[config.mk]
export PLATFORM = sky130hd
export DESIGN_NAME = cdb_arbiter
export DESIGN_NICKNAME = d
export VERILOG_FILES = /design/src/rtl/cdb_arbiter_pkg.sv /design/src/rtl/cdb_arbiter_rr_pick.sv /design/src/rtl/cdb_arbiter.sv
export SDC_FILE = /design/constraint.sdc
export NUM_CORES = 1
export LEC_CHECK = 0
export CAP_MARGIN = 25
export CORE_MARGIN = 4
export CORE_UTILIZATION = 39
export CTS_CLUSTER_SIZE = 20
export DETAILED_ROUTE_END_ITERATION = 7
export PLACE_DENSITY = 0.84
export SLEW_MARGIN = 20
export SYNTH_ARGS = -nofsm -noshare
export SYNTH_HDL_FRONTEND = slang
export SYNTH_SLANG_ARGS = --single-unit
[constraint.sdc]
create_clock -name clk -period 5.05 [get_ports clk]
set_clock_uncertainty 0.2 [all_clocks]
set_input_delay 0.7575 -clock clk [delete_from_list [all_inputs] [get_ports clk]]
set_output_delay 0.7575 -clock clk [all_outputs]
set_load 0.005 [all_outputs]
[src/rtl/cdb_arbiter_pkg.sv]
// Shared CDB types: tagged result payload, bus format, FU indices and tag prefixes.
package cdb_arbiter_pkg;

  localparam int NUM_SRBITS = 5;
  localparam int FU_BITS    = 3;
  localparam int TAG_W      = FU_BITS + NUM_SRBITS;
  localparam int DATA_W     = 32;

  typedef logic [TAG_W-1:0]  tag_t;
  typedef logic [DATA_W-1:0] data_t;

  typedef struct packed {
    tag_t  tag;
    data_t data;
  } tagged_data_t;

  typedef struct packed {
    logic  valid;
    tag_t  tag;
    data_t data;
  } cdb_bus_t;

  localparam logic [FU_BITS-1:0] FU_TAG_ALU  = 3'd0;
  localparam logic [FU_BITS-1:0] FU_TAG_JUMP = 3'd1;
  localparam logic [FU_BITS-1:0] FU_TAG_LS   = 3'd2;
  localparam logic [FU_BITS-1:0] FU_TAG_MUL  = 3'd3;
  localparam logic [FU_BITS-1:0] FU_TAG_DIV  = 3'd4;

  localparam int NUM_REQ_DEF = 5;
  localparam int FU_IDX_ALU  = 0;
  localparam int FU_IDX_JUMP = 1;
  localparam int FU_IDX_LS   = 2;
  localparam int FU_IDX_MUL  = 3;
  localparam int FU_IDX_DIV  = 4;

endpackage

[src/rtl/cdb_arbiter_rr_pick.sv]
// Rotate-priority picker: first set request at or after i_start (wrapping), one-hot out.
module rr_pick #(
  parameter int N     = 5,
  parameter int IDX_W = $clog2(N)
) (
  input  logic [N-1:0]     i_req,
  input  logic [IDX_W-1:0] i_start,
  output logic [N-1:0]     o_gnt
);

  logic w_found;
  int   w_idx;

  always_comb begin
    o_gnt   = '0;
    w_found = 1'b0;
    w_idx   = 0;
    for (int k = 0; k < N; k++) begin
      w_idx = int'(i_start) + k;
      if (w_idx >= N) w_idx = w_idx - N;
      if (!w_found && i_req[w_idx]) begin
        o_gnt[w_idx] = 1'b1;
        w_found      = 1'b1;
      end
    end
  end

endmodule

[src/rtl/cdb_arbiter.sv]
// Common data bus arbiter: round-robin between FU result requests with starvation
// override; winner is broadcast on a registered CDB one cycle after arbitration.
module cdb_arbiter
  import cdb_arbiter_pkg::*;
#(
  parameter int NUM_REQ      = NUM_REQ_DEF,
  parameter int STARVE_LIMIT = 4
) (
  input  logic               clk,
  input  logic               rst,
  input  logic               flush,
  input  logic [NUM_REQ-1:0] req_i,
  input  tagged_data_t       data_i [NUM_REQ],
  output cdb_bus_t           cdb_o,
  output logic [NUM_REQ-1:0] gnt_o,
  output logic [NUM_REQ-1:0] stall_o
);

  localparam int         IDX_W     = $clog2(NUM_REQ);
  localparam logic [3:0] CNT_LIMIT = 4'(STARVE_LIMIT);

  cdb_bus_t           r_cdb;
  logic [NUM_REQ-1:0] r_gnt;
  logic [NUM_REQ-1:0] r_stall;
  logic [3:0]         r_cnt [NUM_REQ];
  logic [IDX_W-1:0]   r_start;

  logic [NUM_REQ-1:0] w_elig;
  logic [NUM_REQ-1:0] w_starved;
  logic [NUM_REQ-1:0] w_forced_gnt;
  logic [NUM_REQ-1:0] w_rr_gnt;
  logic [NUM_REQ-1:0] w_gnt;
  logic [IDX_W-1:0]   w_win_idx;
  tagged_data_t       w_win;

  // The FU granted last cycle still holds req while it retires it; keep it out.
  assign w_elig = req_i & ~r_gnt;

  always_comb begin
    w_starved = '0;
    for (int i = 0; i < NUM_REQ; i++)
      w_starved[i] = w_elig[i] && (r_cnt[i] == CNT_LIMIT);
  end

  assign w_forced_gnt = w_starved & (~w_starved + NUM_REQ'(1));

  rr_pick #(.N(NUM_REQ), .IDX_W(IDX_W)) u_pick (
    .i_req   (w_elig),
    .i_start (r_start),
    .o_gnt   (w_rr_gnt)
  );

  assign w_gnt = (|w_starved) ? w_forced_gnt : w_rr_gnt;

  always_comb begin
    w_win_idx = '0;
    w_win     = '0;
    for (int i = 0; i < NUM_REQ; i++) begin
      if (w_gnt[i]) begin
        w_win_idx = IDX_W'(i);
        w_win     = data_i[i];
      end
    end
  end

  always_ff @(posedge clk or posedge rst) begin
    if (rst) begin
      r_cdb   <= '0;
      r_gnt   <= '0;
      r_stall <= '0;
      r_start <= '0;
      for (int i = 0; i < NUM_REQ; i++) r_cnt[i] <= '0;
    end else if (flush) begin
      r_cdb.valid <= 1'b0;
      r_cdb.tag   <= '0;
      r_gnt       <= '0;
      r_stall     <= '0;
      for (int i = 0; i < NUM_REQ; i++) r_cnt[i] <= '0;
    end else begin
      r_gnt       <= w_gnt;
      r_stall     <= req_i & ~w_gnt;
      r_cdb.valid <= |w_gnt;
      if (|w_gnt) begin
        r_cdb.tag  <= w_win.tag;
        r_cdb.data <= w_win.data;
        r_start    <= (w_win_idx == IDX_W'(NUM_REQ - 1)) ? '0 : w_win_idx + IDX_W'(1);
      end else begin
        r_cdb.tag <= '0;
      end
      for (int i = 0; i < NUM_REQ; i++) begin
        if (!req_i[i] || w_gnt[i])
          r_cnt[i] <= '0;
        else if (w_elig[i] && r_cnt[i] != CNT_LIMIT)
          r_cnt[i] <= r_cnt[i] + 4'd1;
      end
    end
  end

  assign cdb_o   = r_cdb;
  assign gnt_o   = r_gnt;
  assign stall_o = r_stall;

endmodule

==> results.json <==
{
  "grt_max_degree": 57,
  "r2r-start": "r_start[1]",
  "ir_worst_vdd_mv": 0.4803,
  "max_slew_margin_pct": 46.10,
  "r2r_cells": 14,
  "holdBufCountCts": 0,
  "cp_data_arrival_time_ns": 4.75,
  "drt_wl_total_um": 23210,
  "power_density_nw_per_um2": 654.1,
  "cts_buffers": 9,
  "tns_ns": 0,
  "postSynthRegisterBits": 74,
  "core_um2": 14700,
  "syn_inst": 654,
  "maxCapViolCount": 0,
  "start_util_pct": 40.34,
  "cp.required_ns": 5.05,
  "cp-end-kind": "register",
  "mappedNetlistNets": 896,
  "synth_warnings": 0,
  "nFillCells": 1263,
  "slew_viol_final": 0,
  "crit_start": "r_start[1]",
  "syn2layout_area_growth_pct": 51.57,
  "hp-class": "reg2reg",
  "post-route-period-util_pct": 94.05,
  "regArea_um2": 1852,
  "cts_sinks": 74,
  "yosysSeqAreaShare_pct": 31.23,
  "path_clk_slew_ns": 0.06,
  "clockRootBuffer": "clkbuf_16",
  "multi_input_area_um2": 3716,
  "rrSetupSlack_ns": 0.30,
  "routabilityCongestion": 0.9634,
  "overflow": 0,
  "htree_levels": 3,
  "ios": 259,
  "cts_tree": "yes",
  "port_buffers": 258,
  "drive_gt1_share_pct": 7.863,
  "synth_top_area_cell": "dfrtp_1",
  "grt_pass1_vias": 6217,
  "rows": 44,
  "antenna_found_initial": 2,
  "fmax_mhz": 210.6,
  "synthFlopType": "dfrtp_1",
  "nets": 1140,
  "hold_viol": 0,
  "clk_latency_ns": 0.34,
  "setup_viol": 0,
  "worst-setup-path-type": "reg2reg",
  "synth_edf_count": 0,
  "syn_avg_cell_area_um2": 9.066,
  "antenna_left": 0,
  "start_kind": "register",
  "first_pass_iters": 8,
  "fin_crit_ns": 4.749,
  "yosysTopAreaCellShare_pct": 31.23,
  "hpwlAfterDp_um": 18040,
  "async_flop_share_pct": 100.0,
  "via_per_inst": 5.903,
  "tightestPinTransition_ns": 0.8069,
  "syn_area_um2": 5929,
  "drc_errors": 9,
  "status": "finished, violations left",
  "grt_pass1_wl_um": 35380,
  "rsz0062_at_grt": "false",
  "die_h_um": 131.3,
  "final_util_pct": 61.14,
  "hold_depth": 1,
  "dr_total_vias": 6422,
  "avgRoutedWirePerCell_um": 21.33,
  "critPathMaxFanout": 22,
  "synth.area.top_cells": "dfrtp_1 31%, ha_1 7.0%, a222oi_1 6.6%",
  "drtIter0Drc": 659,
  "worstHoldStart": "cdb_o[13]",
  "violations": "DRC",
  "p_leak_nw": 3.575,
  "track_usage_pct": 25.87,
  "synthDistinctLibCells": 77,
  "die_area_um2": 17240,
  "die-width_um": 131.3,
  "cts_buffer_depth": 2
}
## what timing repair did
action | 4_1_cts | 5_1_grt
setup endpoints to repair | 0 | 1
endpoints found under the hold margin | 0 | 0
buffers inserted | 0 | 2
resized for setup | 0 | 3
## cells by family (layout without fill, tap and decap cells)
logic type | count (synthesis) | after routing | synth area share (%)
muxes | 10 | 10 | 1.730
xor gates and xnor gates | 19 | 19 | 2.807
AOI/OAI and AO/OA | 212 | 212 | 30.01
DFF | 74 | 74 | 31.23
other | 0 | 1 | 0
buffers and inverters | 82 | 331 | 6.520
adders and majority gates | 34 | 34 | 7.301
and+or+nand+nor | 223 | 223 | 20.41
## cell usage after synthesis, types with 6 or more instances
| library cell | number |
|---|---|
| a21oi_1 | 28 |
| nand3b_1 | 8 |
| mux2i_1 | 8 |
| nand4_1 | 7 |
| ha_1 | 33 |
| buf_6 | 6 |
| nand2_1 | 42 |
| dfrtp_1 | 74 |
| a221o_1 | 33 |
| nor2_1 | 52 |
| a22oi_1 | 10 |
| xnor2_1 | 10 |
| buf_2 | 12 |
| a222oi_1 | 39 |
| inv_1 | 28 |
| o2bb2ai_1 | 32 |
| nand3_1 | 11 |
| nor2b_1 | 15 |
| clkbuf_1 | 26 |
| nand2b_1 | 40 |
| o21ai_0 | 15 |
| xor2_1 | 9 |
| nor3_1 | 10 |
## cell type report
type                            count  share of cell area (%)
Tap cell                          184                   2.562
Timing Repair Buffer              284                   31.13
Clock buffer                       10                   2.548
Inverter                           31                   1.309
Multi-Input combinational cell    498                   41.35
Antenna cell                        1                 0.02784
Clock inverter                      6                  0.4733
Sequential cell                    74                   20.60
## routing by layer
metal	global-route usage, %	routed length [um]	vias up
li1	-	-	2997
met1	32.51	9159	3009
met2	43.20	11140	363
met3	6.537	2214	51
met4	9.510	682	2
met5	0	12	-
## state kept, by name (all words and copies together), names as in the netlist
register and count:
cdb_o 41, stall_o 5, r_cnt 20, gnt_o 5
r_start 3
## power by group
part	internal [mW]	leakage, nW	switching, mW
registers	0.805	0.955	0.122
clock network	0.333	0.129	0.263
logic	2.04	2.49	2.32
total	3.18	3.58	2.70
## placed cells by master (no fill, tap or decap), types with 4 or more instances in the layout
master,n
or4_1,5
and2_1,4
xor2_1,9
a22oi_1,10
nand2_1,42
buf_4,24
a222oi_1,39
mux2i_1,8
inv_1,27
or3_1,4
o2bb2ai_1,32
clkdlybuf4s50_1,257
o21ai_0,15
nor2b_1,15
o22ai_1,4
nand3b_1,8
nor3_1,10
nand2b_1,40
ha_1,32
clkbuf_16,9
a221o_1,33
a21oi_1,28
nand4_1,7
nor2_1,52
o31ai_1,4
dfrtp_1,74
nand3_1,11
xnor2_1,10
a31oi_1,5
## stage by stage
step	worst slack [ns]	power, mW	hold slack [ns]	std cells	instance area [um2]
finish	0.3007	5.879	0.2853	1088	8987
global route	0.01875	6.311	0.3013	1088	8987
CTS	0.3468	5.802	0.2907	1085	8957
detailed placement	0.3007	5.177	0.2727	1069	8686
global placement	0.3526	5.128	0.2713	1069	8686
floorplan	0.1053	3.856	0.2794	654	5929
## final timing paths
check / endpoint
max reg2reg: cdb_o[21]
min reg2reg: cdb_o[13]
max in group asynchronous: stall_o[0]
min in group asynchronous: stall_o[3]
max: cdb_o[21]
min: cdb_o[13]
## worst max-delay path: stages, from the launching register on
cell	delay [ns]
dfrtp_1	0.42
buf_4	0.19
ha_1	0.20
fa_1	0.42
nor2b_1	0.16
a21oi_1	0.37
nor4b_1	0.12
o32ai_1	0.51
nand3b_4	0.19
or4_1	0.60
a31oi_4	0.45
nor2_1	0.10
a21o_1	0.27
buf_4	0.25
o2bb2ai_1	0.15
Note: power is estimated with default switching activity, not from simulation.
